<file path="src/rtl/modulation_timer.sv">
// Per-segment modulation sample index derived from global system time:
// SYNC_IDX[s] = floor(SYS_TIME / FREQ_DIV[s]) mod (CYCLE[s] + 1), one shared serial divider.
module modulation_timer #(
   parameter int NumSegment = 2
) (
   input  logic        CLK,
   input  logic        RST,
   input  logic [63:0] SYS_TIME,
   input  logic [15:0] FREQ_DIV  [NumSegment],
   input  logic [14:0] CYCLE     [NumSegment],
   output logic [14:0] SYNC_IDX  [NumSegment],
   output logic        IDX_VALID [NumSegment]
);
   localparam int SegW = (NumSegment > 1) ? $clog2(NumSegment) : 1;
   localparam logic [SegW-1:0] LastSeg = SegW'(NumSegment - 1);

   typedef enum logic [2:0] {
      S_IDLE      = 3'd0,
      S_LOAD      = 3'd1,
      S_DIV_TIME  = 3'd2,
      S_DIV_CYCLE = 3'd3,
      S_STORE     = 3'd4
   } state_t;

   state_t          r_state;
   state_t          w_state_next;
   logic [SegW-1:0] r_seg;
   logic [63:0]     r_dq;        // dividend shifts out MSB-first while quotient bits shift in
   logic [15:0]     r_rem;
   logic [15:0]     r_divisor;
   logic [15:0]     r_cyc_len;
   logic [5:0]      r_cnt;
   logic            r_zero;
   logic [16:0]     w_trial;
   logic [15:0]     w_rem_next;
   logic            w_qbit;

   // State register
   always_ff @(posedge CLK) begin
      if (RST) begin
         r_state <= S_IDLE;
      end else begin
         r_state <= w_state_next;
      end
   end

   // Next-state logic; every slot has the same fixed length
   always_comb begin
      w_state_next = r_state;
      case (r_state)
         S_IDLE:      w_state_next = S_LOAD;
         S_LOAD:      w_state_next = S_DIV_TIME;
         S_DIV_TIME: begin
            if (r_cnt == 6'd63) begin
               w_state_next = S_DIV_CYCLE;
            end else begin
               w_state_next = S_DIV_TIME;
            end
         end
         S_DIV_CYCLE: begin
            if (r_cnt == 6'd63) begin
               w_state_next = S_STORE;
            end else begin
               w_state_next = S_DIV_CYCLE;
            end
         end
         S_STORE:     w_state_next = S_LOAD;
         default:     w_state_next = S_IDLE;
      endcase
   end

   // One restoring-division step
   always_comb begin
      w_trial = {r_rem, r_dq[63]};
      if (w_trial >= {1'b0, r_divisor}) begin
         w_qbit     = 1'b1;
         w_rem_next = 16'(w_trial - {1'b0, r_divisor});
      end else begin
         w_qbit     = 1'b0;
         w_rem_next = w_trial[15:0];
      end
   end

   // Divider datapath and segment pointer
   always_ff @(posedge CLK) begin
      if (RST) begin
         r_seg     <= '0;
         r_dq      <= 64'd0;
         r_rem     <= 16'd0;
         r_divisor <= 16'd0;
         r_cyc_len <= 16'd0;
         r_cnt     <= 6'd0;
         r_zero    <= 1'b0;
      end else begin
         case (r_state)
            S_LOAD: begin
               r_dq      <= SYS_TIME;
               r_divisor <= FREQ_DIV[r_seg];
               r_cyc_len <= {1'b0, CYCLE[r_seg]} + 16'd1;
               r_zero    <= (FREQ_DIV[r_seg] == 16'd0);
               r_rem     <= 16'd0;
               r_cnt     <= 6'd0;
            end
            S_DIV_TIME: begin
               // A zero divisor runs harmless dummy steps; r_zero forces the result
               r_dq  <= {r_dq[62:0], w_qbit};
               r_cnt <= r_cnt + 6'd1;
               if (r_cnt == 6'd63) begin
                  r_rem     <= 16'd0;
                  r_divisor <= r_cyc_len;
               end else begin
                  r_rem <= w_rem_next;
               end
            end
            S_DIV_CYCLE: begin
               r_dq  <= {r_dq[62:0], w_qbit};
               r_rem <= w_rem_next;
               r_cnt <= r_cnt + 6'd1;
            end
            S_STORE: begin
               if (r_seg == LastSeg) begin
                  r_seg <= '0;
               end else begin
                  r_seg <= r_seg + {{(SegW-1){1'b0}}, 1'b1};
               end
            end
            default: begin
               r_cnt <= 6'd0;
            end
         endcase
      end
   end

   // Registered outputs, written only in the owning segment's STORE
   always_ff @(posedge CLK) begin
      if (RST) begin
         for (int s = 0; s < NumSegment; s++) begin
            SYNC_IDX[s]  <= 15'd0;
            IDX_VALID[s] <= 1'b0;
         end
      end else if (r_state == S_STORE) begin
         SYNC_IDX[r_seg]  <= r_zero ? 15'd0 : r_rem[14:0];
         IDX_VALID[r_seg] <= 1'b1;
      end
   end
endmodule

</file>
<file path="config.mk">
export PLATFORM = sky130hd
export DESIGN_NAME = modulation_timer
export DESIGN_NICKNAME = d
export VERILOG_FILES = /design/src/rtl/modulation_timer.sv
export SDC_FILE = /design/constraint.sdc
export NUM_CORES = 1
export LEC_CHECK = 0
export ABC_AREA = 1
export CORE_UTILIZATION = 39
export DETAILED_ROUTE_END_ITERATION = 8
export GPL_TIMING_DRIVEN = 0
export PLACE_DENSITY_LB_ADDON = 0.05
export SYNTH_ARGS = -nofsm -noshare
export SYNTH_HDL_FRONTEND = slang
export SYNTH_SLANG_ARGS = --single-unit
</file>
<file path="constraint.sdc">
create_clock -name CLK -period 5.8 [get_ports CLK]
set_input_delay 1.16 -clock CLK [delete_from_list [all_inputs] [get_ports CLK]]
set_output_delay 1.16 -clock CLK [all_outputs]
set_load 0.01 [all_outputs]
</file>
After elaboration in Yosys (flattened, before gate mapping)
Index checks and enable logic that the tools add are counted.
{"block": "op_classes", "n_addsub": 4, "n_lt_le_gt_ge": 3, "n_eq_ne": 6, "n_mux": 24, "bitwise": 2, "n_reduce_logical": 9}
{"op": "64-bit one-hot mux with 2 select lines", "n": 1}
{"op": "16-bit 2-to-1 mux", "n": 6}
{"op": "15-bit 2-to-1 mux", "n": 5}
{"op": "16-bit one-hot mux with 3 select lines", "n": 1}
{"op": "16-bit one-hot mux with 2 select lines", "n": 1}
{"op": "30-bit bitwise mux", "n": 1}
{"op": "17-bit by 16-bit >= comparator with 1-bit output", "n": 1}
{"op": "15-bit by 1-bit adder with 16-bit output (second input constant)", "n": 1}
{"op": "16-bit zero test", "n": 1}
{"op": "16-bit subtractor", "n": 1}
{"op": "15-bit demux with 1-bit select", "n": 1}
{"op": "3-bit one-hot mux with 4 select lines", "n": 1}
{"op": "6-bit one-hot mux with 2 select lines", "n": 1}
{"op": "6-bit by 1-bit adder with 6-bit output (second input constant)", "n": 1}
{"op": "3-bit by 2-bit == test with 1-bit output (second input constant)", "n": 2}
{"op": "6-bit == test (second input constant)", "n": 1}
{"op": "1-bit 2-to-1 mux", "n": 4}
{"op": "2-bit nonzero test", "n": 2}
{"op": "2-bit OR reduction", "n": 2}
{"op": "3-bit by 1-bit == test with 1-bit output (second input constant)", "n": 1}
{"op": "3-bit == test (second input constant)", "n": 1}
{"op": "3-bit zero test", "n": 1}
{"op": "3-bit 2-to-1 mux", "n": 1}
{"op": "3-bit nonzero test", "n": 1}
{"op": "other kinds (9)", "n": 9}
{"block": "word_totals", "reg_bits": 155, "in_bits": 128, "output_inout_bits": 32, "elab_cells": 60}

Longest topological paths before layout
{"block": "depth", "depth_word": 6, "ltp_mapped": 15, "mapped_depth_nobuf": 14}

Least setup slack after synthesis
No wires, ideal clock.
{"block": "synth_path", "path_kind": "input -> register", "start": "input port CYCLE[0] (netlist bit)", "end": "register r_cyc_len[6]", "setup_ns": 0.113, "arrival_time_ns": 2.335, "required_ns": 5.687, "setup_slack_ns": 3.352, "cell_stages": 11, "n_path_buf": 0, "cell_sequence": "or2_0 -> o21ai_1 -> inv_1 -> ha_1 -> nand2_2 -> nor2_8 -> nand2_2 -> nor2_2 -> xor2_1 -> o21ai_1 -> inv_1"}
{"block": "synth_between", "elab_chain_len": 4}
{"element": "from (decl)", "line_no": "10", "rtl": "input logic [14:0] CYCLE [NumSegment],"}
{"element": "15-bit 2-to-1 mux (not written as such) (3 in series)", "line_no": "99", "rtl": "r_cyc_len <= {1'b0, CYCLE[r_seg]} + 16'd1;"}
{"element": "15-bit by 1-bit adder with 16-bit output", "line_no": "99"}
{"element": "to (signal assigned)", "line_no": "99"}
{"element": "to (decl)", "line_no": "31", "rtl": "logic [15:0] r_cyc_len;"}
Every way passes these cells. The select of a mux whose other input is x is not followed.
A chain may end at the register's enable or synchronous reset.

Final worst setup path
{"block": "layout_path", "start": "input port CYCLE[0] (netlist bit)", "end": "register r_cyc_len[14]"}
The elaborated chain is that of the path after synthesis.

==> metrics.yaml <==
rows: 53
synth_seq_cells: 155
grt_overflow: 0
cts-htree-levels: 4
avgSynthCellArea_um2: 7.07
post-cts-setup-buffers: 0
clk_pin_slew_worst_paths_ns: 0.07
hold_viol: 0
diodes: 0
slew_violations: 0
synthArstFlopShare_pct: 0
period_share_pct: 44.6
grt_max_degree: 17
synth_nets: 1344
max_freq_mhz: 386
synth_top_area_cell: "dfxtp_1"
seq_area_frac_synth_pct: 36.7
ant_nets: 0
hp-class: "reg -> reg"
drt-total-wl_mm: 26.7
grt_setup_unrepaired: "false"
clock_path_buffers: 2
p_sw_share_pct: 45.5
yosysTopAreaCellShare_pct: 36.7
synth-main-ff-cell: "dfxtp_1"
cts_root_buffer: "clkbuf_16"
cts_tree: "yes"
grtUsageTotal_pct: 24.6
hpwl_mm: 20.3
die_area_um2: 22300
cp_slowest_cell: "clkdlybuf4s50_1"
slew_headroom_pct: 58.4
worst_slew_pin_slew_ns: 0.618
cts_num_sinks: 155
dpl_cell_area_um2: 10400
gp_congestion: 0.883
die_h_um: 149
design_area_um2: 11000
power_w: 0.00522
ys.warnings.count: 0
clock_latency_ns: 0.43
seqPwrFrac_pct: 26.8
vias: 8737
synth_edf_count: 0
syn_area_um2: 8460
path_max_fanout: 7
drt_first_pass_iters: 5
syn_inst: 1197
crit_chain: "clkdlybuf4s50_1 > or2_0 > o21ai_1 > inv_1 > ha_1 > nand2_2 > nor2_8 > nand2_2 > nor2_2 > a21o_1 > nand3_1 > nand2_1 > inv_1"
vias_per_cell: 5.26
end_kind: "flop"
p_per_area_nw_per_um2: 476
p_clk_share_pct: 20.7
drive_gt1_share_pct: 7.14
cp_slowest_stage_delay_ns: 0.44
setup_ws_ns: 3.21
drcViolationCount: 0
status: "complete, no violations"
place_ws_ns: 2.77
combPwrFrac_pct: 52.5
drt-initial-drc-count: 681
synth_cell_types: 50
yosys-top-cells-area: "dfxtp_1 37%, nand2_1 10%, a21oi_1 6.4%"
hold_buffers: 0
area_growth_syn_to_layout_pct: 29.4
antenna_found_initial: 0
r2r_slack_ns: 3.60
skew_ns: 0.0153
maxCapViolCount: 0
cp.arrival_ns: 2.91
cp-start-kind: "primary input"
p_int_w: 0.00284
cts.repair.resized: 0
crit_type: "in -> reg"
hold-worst-slack_ns: 0.455
cp_data_required_time_ns: 6.12
grt_pass1_vias: 8243
nets: 1521
fin_crit_ns: 2.59
coreArea_um2: 21200
switchingPower_w: 0.00237
io_pins: 160
leakage_nw: 4.55
die_w_um: 149
start_util_pct: 40.0
cts_buffers: 17
setup_viol: 0
portBuffers: 158
grt_pass1_wl_mm: 43.1
peakVddDrop_v: 0.000275
tns_ns: 0
wire_per_inst_um: 16.1
[routing by layer]
metal | part of all wire (%) | global-route usage, % | up-vias
met2 | 44 | 37.3 | 226
met3 | 4.1 | 4.07 | 15
met1 | 51 | 36.2 | 4022
met4 | 0.81 | 5.26 | 0
li1 | - | - | 4474
met5 | 0 | 0 | -
[cell usage after synthesis (all sizes together) (3+ instances only)]
cell type / count
a21o: 3
a311oi: 62
nand2: 241
mux2i: 4
a31oi: 14
nor2: 113
a211oi: 8
xor2: 9
nor3: 8
o22ai: 63
a21oi: 110
buf: 36
nand3: 91
xnor2: 4
or2: 6
clkbuf: 48
o211ai: 5
nor4: 4
dfxtp: 155
ha: 18
inv: 125
nand4: 10
o21ai: 51
[stage by stage]
stage                     cells  util [%]
after floorplan            1197         -
after global placement     1630      49.1
after detailed placement   1630      49.1
after CTS                  1662      51.8
after global routing       1662      51.8
final                      1662      51.8
[state kept, by name, indices dropped and copies added (netlist names)]
name / cells
SYNC_IDX: 30
r_divisor: 16
r_rem: 16
r_cyc_len: 16
r_state: 3
r_dq: 64
IDX_VALID: 2
r_zero: 1
r_seg: 1
r_cnt: 6
[power groups by stage]
stage	logic (W)	registers (W)	clock network [W]
floorplan	0.00201	0.00138	0
global placement	0.00269	0.00141	0
detailed placement	0.00270	0.00141	0
CTS	0.00271	0.00139	0.00110
global route	0.00308	0.00142	0.00114
finish	0.00274	0.00140	0.00108
[critical path, delay by kind of cell]
kind | cells | cell delay, ns
and+or+nand+nor | 7 | 0.70
buffers and inverters | 3 | 0.60
adders and majority gates | 1 | 0.21
AOI/OAI and AO/OA | 2 | 0.24
[worst paths after layout]
kind	start	end	cells after the start
max reg2reg	r_dq[63]$_SDFFE_PP0P_	r_rem[8]$_SDFFE_PP0P_	11
max	CYCLE[0]	r_cyc_len[14]$_SDFFE_PP0P_	13
min reg2reg	IDX_VALID[1]$_SDFFE_PP0N_	IDX_VALID[1]$_SDFFE_PP0N_	2
min	IDX_VALID[1]$_SDFFE_PP0N_	IDX_VALID[1]$_SDFFE_PP0N_	2
[cells in the final DEF, fill, tap and decap left out, types with 10 or more instances in the layout]
master / instances
nand2_1: 228
clkdlybuf4s50_1: 158
dfxtp_1: 155
inv_1: 115
a21oi_1: 109
nor2_1: 104
nand3_1: 90
o22ai_1: 63
a311oi_1: 62
clkbuf_1: 48
o21ai_0: 34
buf_2: 18
ha_1: 18
clkbuf_16: 17
o21ai_1: 15
a31oi_1: 14
nand2_2: 12
nand4_1: 10
[cell families after synthesis]
group / Yosys count / share of synthesized area (%)
AOI/OAI and AO/OA: 319 / 23.5
buffers and inverters: 210 / 10.4
muxes: 4 / 0.473
and+or+nand+nor: 477 / 24.6
DFF: 155 / 36.7
xor gates and xnor gates: 13 / 1.35
adders and majority gates: 19 / 2.90
[layout make-up]
type                            count  area [um^2]
Fill cell                        2161        10200
Multi-Input combinational cell    832         4480
Sequential cell                   155         3100
Timing Repair Buffer              158         1580
Inverter                          126          478
Clock buffer                       18          439
Buffer                             84          405
Tap cell                          275          344
Clock inverter                     14          126
Note: power is estimated with default switching activity, not from simulation.
==> patch 1: new RTL, config.mk and constraints unchanged <==
Change the parameter `NumSegment` from 2 to 4.
--- a/src/rtl/modulation_timer.sv
+++ b/src/rtl/modulation_timer.sv
@@ -1,7 +1,7 @@
 // Per-segment modulation sample index derived from global system time:
 // SYNC_IDX[s] = floor(SYS_TIME / FREQ_DIV[s]) mod (CYCLE[s] + 1), one shared serial divider.
 module modulation_timer #(
-   parameter int NumSegment = 2
+   parameter int NumSegment = 4
 ) (
    input  logic        CLK,
    input  logic        RST,
Interface: changed (resized CYCLE, FREQ_DIV, IDX_VALID and SYNC_IDX); port bits go from 160 to 254. No check against the original RTL was run, so the function may have changed too.
==> patch 1 against the original RTL <==
First-iteration DRC count rose by 11%; utilization grew 1.5 points; design area grew 27%; sequential share of layout area decreased by 1.2 points; clock skew is 0.0017 ns higher; critical path depth shrank 7; synthesized area rose by 22%; synthesized cell count increased by 32%; global-route usage is 0.58 points lower; sequential cell count grew 33; total power shrank 1.6%; final cell count up 33%; wire length increased by 21%; worst setup slack worse by 0.065 ns; largest cell class unchanged; largest power group unchanged.
==> patch 1: results (changes against the original RTL) <==
Outcome
  • Status: finished clean

Route
  • Iteration count of the initial detailed-routing pass: 7 (+2)
  • Via count: 10,946 (+25%)
  • Met2 WL: 15.3 mm (+30%)
  • Vias/cell: 4.96 (-5.6%)
  • DRT met1 WL: 15.1 mm (+11%)
  • Iteration-0 DRC Markers: 759 (+11%)
  • WL final: 32.2 mm (+21%)
  • Metal3 WL: 1.27 mm (+15%)

Finish
  • #MultiIn Comb: 1,170 (+41%)
  • Layout cells sized above 1: 8.13% (+0.99 points)
  • Multi-input logic area: 5540 um^2 (+24%)
  • Biggest regs: r_dq (64), SYNC_IDX (60)
  • Buffering overhead: 21.8% (+3.7 points)
  • Layout fillers: 2,631 (+22%)
  • Signal buffers: 343 (+42%)
  • FF/Latch Area: 3760 um^2 (+21%)
  • Logic inverters: 137 (+8.7%)

Power
  • Peak supply drop: 0.473 mV (+72%)
  • Leak: 5.98 nW (+31%)

Yosys
  • Post-synthesis mux area share: 0% (-0.47 points)
  • XOR/XNOR share of the synthesized area: 0.932% (-0.41 points)
  • Post-synthesis adder-cell area fraction: 2.86% (-0.040 points)
  • Most frequent cells after synthesis: 466 x nand2_1, 230 x a21oi_1, 188 x dfxtp_1
  • Synth area leaders: dfxtp_1 36%, nand2_1 17%, a21oi_1 11%, nand3_1 6.2%, nor2_1 5.7%
  • Compound-Gate Fraction of Synth Area: 17.0% (-6.5 points)
  • Distinct cell type count after synthesis: 46 (-8.0%)
  • Post-Syn Area per Cell: 6.52 um^2 (-7.8%)
  • Syn Nets: 1,799 (+34%)

Timing
  • Worst Tran Pin Value: 0.773 ns (+0.155 ns)
  • Clock Skews: 0.0170 ns (+0.00167 ns)

Setup path
  • CP Max Fanout: 10 (+3)

Die
  • Die Area: 27,200 um^2 (+22%)

GRT
  • Total Routing Usage GR: 24.0% (-0.58 points)
  • First-pass GRT wire length: 51.3 mm (+19%)
  • Vias in the first global route: 10,092 (+22%)
  • Largest net degree at the start of global routing: 21 (+4)

Placement
  • Pre-CTS worst setup slack: 2.71 ns (-0.0588 ns)
  • HPWL Detailed: 25.1 mm (+24%)
  • I/O Buffers: 252 (+59%)
  • Placed insts: 2,173 (+33%)
  • RePlAce Congestion: 0.863 (-2.3%)
  • Placed cell areas: 13,300 um^2 (+28%)
## patch 1: cell types whose count changed after synthesis, sizes merged, moves of 27 or more
| cell | before | now |
|---|---|---|
| a21oi | 110 | 235 |
| a311oi | 62 | 0 |
| dfxtp | 155 | 188 |
| nand2 | 241 | 480 |
| nand3 | 91 | 131 |
| nor2 | 113 | 170 |
| o21ai | 51 | 78 |
| o22ai | 63 | 2 |
## patch 1: final timing paths
kind / from / cells past startpoint / end / slack [ns]
hold reg to reg: IDX_VALID[3]$_SDFFE_PP0P_ / 1 / IDX_VALID[3]$_SDFFE_PP0P_ / 0.47
setup / recovery: RST / 6 / r_cyc_len[1]$_SDFFE_PP0P_ / 3.15
hold / removal: IDX_VALID[3]$_SDFFE_PP0P_ / 1 / IDX_VALID[3]$_SDFFE_PP0P_ / 0.47
setup reg to reg: r_seg[1]$_SDFFE_PP0P_ / 9 / SYNC_IDX[36]$_SDFFE_PP0P_ / 3.57
## patch 1: cell families after synthesis
kind of cell             Yosys count
AND/OR/NAND/NOR                  801
flip-flops                       188
adder cells (fa/ha/maj)           23
AO/OA/AOI/OAI                    335
buffers and inverters            228
XOR/XNOR                          11
## patch 1: routing by layer
metal / track usage, % / up-vias
met5: 0 / -
met4: 6.71 / 0
met3: 2.84 / 41
met2: 40.2 / 258
met1: 32.4 / 4977
li1: - / 5670
## patch 1: critical path: stages
cell and delay, ns:
clkbuf_1 0.28, inv_1 0.15, clkbuf_1 0.44, clkbuf_1 0.65, o21ai_0 0.22, nor2_1 0.12
## patch 1: power by group
part           switching (mW)  internal, mW  leakage, nW
clock                   0.589         0.596        0.293
combinational            1.52         0.877         4.15
sequential              0.109          1.44         1.53
total                    2.22          2.92         5.98
==> patch 2: new RTL, same settings <==
Without the edit above. Add an input register stage for `SYS_TIME`, cleared by the reset; this delays it by one clock. The other inputs are not delayed to match. Comments in the files are not updated.
--- a/src/rtl/modulation_timer.sv
+++ b/src/rtl/modulation_timer.sv
@@ -21,6 +21,16 @@
       S_DIV_CYCLE = 3'd3,
       S_STORE     = 3'd4
    } state_t;
+
+   logic [63:0] SYS_TIME_q;
+
+   always_ff @(posedge CLK) begin
+      if (RST) begin
+         SYS_TIME_q <= '0;
+      end else begin
+         SYS_TIME_q <= SYS_TIME;
+      end
+   end
 
    state_t          r_state;
    state_t          w_state_next;
@@ -94,7 +104,7 @@
       end else begin
          case (r_state)
             S_LOAD: begin
-               r_dq      <= SYS_TIME;
+               r_dq      <= SYS_TIME_q;
                r_divisor <= FREQ_DIV[r_seg];
                r_cyc_len <= {1'b0, CYCLE[r_seg]} + 16'd1;
                r_zero    <= (FREQ_DIV[r_seg] == 16'd0);
Check against the original RTL: same outputs for any inputs over 10 cycles, from zero or initial values and one cycle with RST high; that may be too few to reach the edited logic, so the function may still have changed.
==> patch 2 against the original RTL <==
Sequential cell count up 64; utilization down 0.79 points; design area up 18%; synthesized area up 20%; wire length up 11%; synthesized cell count up 17%; total power up 9.0%; worst setup slack worse by 0.10 ns; largest cell class unchanged.
==> patch 2: results (changes against the original RTL) <==
Timing
  • Clock Skews: 0.0202 ns (+0.00488 ns)
  • Worst Tran Pin Value: 0.801 ns (+0.183 ns)
  • Hold Slack: 0.447 ns (-0.00861 ns)

Setup path
  • Register-to-Register Path Depth: 12 (+1)
  • Worst flop-to-flop path startpoint: r_divisor[8]$_SDFFE_PP0P_
  • R2R Setup Slk: 3.39 ns (-0.21 ns)
  • Reg2reg end: r_rem[12]$_SDFFE_PP0P_
  • Crit-path leading delay family: buffers and inverters
  • WP data arrival: 3.14 ns (+0.23 ns)

Finish
  • Layout fillers: 2,593 (+20%)
  • Layout cells sized above 1: 5.36% (-1.8 points)
  • Final net count: 1,735 (+14%)
  • Biggest regs: SYS_TIME_q (64), r_dq (64), SYNC_IDX (30)

Yosys
  • Most frequent cells after synthesis: 253 x nand2_1, 219 x dfxtp_1, 186 x inv_1
  • Synth area leaders: dfxtp_1 43%, nand2_1 9.3%, inv_1 6.9%, nor2_1 6.1%, a21oi_1 5.6%
  • Mapped Cells: 1,403 (+17%)
  • Distinct cell type count after synthesis: 43 (-14%)
  • Post-synthesis sequential area ratio: 43.1% (+6.5 points)
  • Syn Nets: 1,550 (+15%)

Route
  • WL final: 29.5 mm (+11%)
  • DRT met1 WL: 14.2 mm (+3.7%)
  • Via count: 9,855 (+13%)
  • Iteration-0 DRC Markers: 708 (+4.0%)
  • Metal3 WL: 1.20 mm (+8.6%)

GRT
  • Total Routing Usage GR: 22.5% (-2.1 points)
  • Vias in the first global route: 9,269 (+12%)
  • First-pass GRT wire length: 48.1 mm (+12%)

Power
  • Peak supply drop: 0.351 mV (+28%)
  • Leak: 5.63 nW (+24%)
  • PwrDens: 439 nW/um^2 (-7.8%)

Clock network
  • Clk buf depth: 3 (+1)
  • H-Tree Depth: 1 (-3)
  • Cts bufs inserted: 24 (+7)
  • Later-pin clock latency in the skew report: 0.52 ns (+0.09 ns)

Placement
  • I/O Buffers: 159 (+0.63%)
  • HPWL Detailed: 22.0 mm (+8.3%)
  • RePlAce Congestion: 0.961 (+8.9%)
  • Placed cell areas: 12,200 um^2 (+17%)

Hold path
  • Hold EP: r_cnt[4]$_SDFFE_PP0P_
  • Min-delay src: r_cnt[4]$_SDFFE_PP0P_

Outcome
  • Status: finished clean
[patch 2: cell count changes in the layout (fill, tap and decap cells not counted), moves of 6 or more]
cell,delta
inv_1,+71
dfxtp_1,+64
nor2_1,+62
nand2_1,+25
clkbuf_1,+15
o21ai_0,+13
o21ai_1,-10
nand3_1,-9
clkbuf_16,+8
inv_2,-6
inv_6,-6
nand2_2,-6
[patch 2: where the power goes]
part	leakage [nW]	total [mW]	internal, mW	switching, mW
combinational	3.44	2.34	0.851	1.49
sequential	1.80	1.84	1.72	0.123
clock	0.387	1.50	0.909	0.592
[patch 2: cell families after synthesis]
logic type      synth area share (%)
compound gates                  19.4
xor+xnor                        1.21
fa+ha+maj                       2.41
buf+inv                         11.0
flops                           43.1
mux                            0.295
simple gates                    22.5
[patch 2: final cells by class]
class / count / share of cell area, %
Buffer: 92 / 3.14
Clock buffer: 39 / 5.70
Clock inverter: 4 / 0.348
Inverter: 190 / 5.53
Multi-Input combinational cell: 902 / 36.0
Sequential cell: 219 / 33.9
Tap cell: 330 / 3.19
Timing Repair Buffer: 159 / 12.3
[patch 2: metrics by stage]
step	setup WS, ns	power, mW
final	3.11	5.68
after global routing	2.89	6.11
after CTS	3.10	5.71
after detailed placement	2.57	4.19
after global placement	2.60	4.18
after floorplan	3.31	3.53
[patch 2: layer usage]
layer  vias up  global-route usage, %
met2       234                   36.3
met5         -                      0
met1      4535                   31.6
met3        55                   2.39
met4         0                   6.07
li1       5031                      -
[patch 2: worst reg2reg max path: cells and delay by family (launching register included)]
kind / cells / cell delay [ns]
adder cells (fa/ha/maj): 1 / 0.35
AND/OR/NAND/NOR: 8 / 1.23
flip-flops: 1 / 0.33
buffers and inverters: 2 / 0.30
AO/OA/AOI/OAI: 1 / 0.07
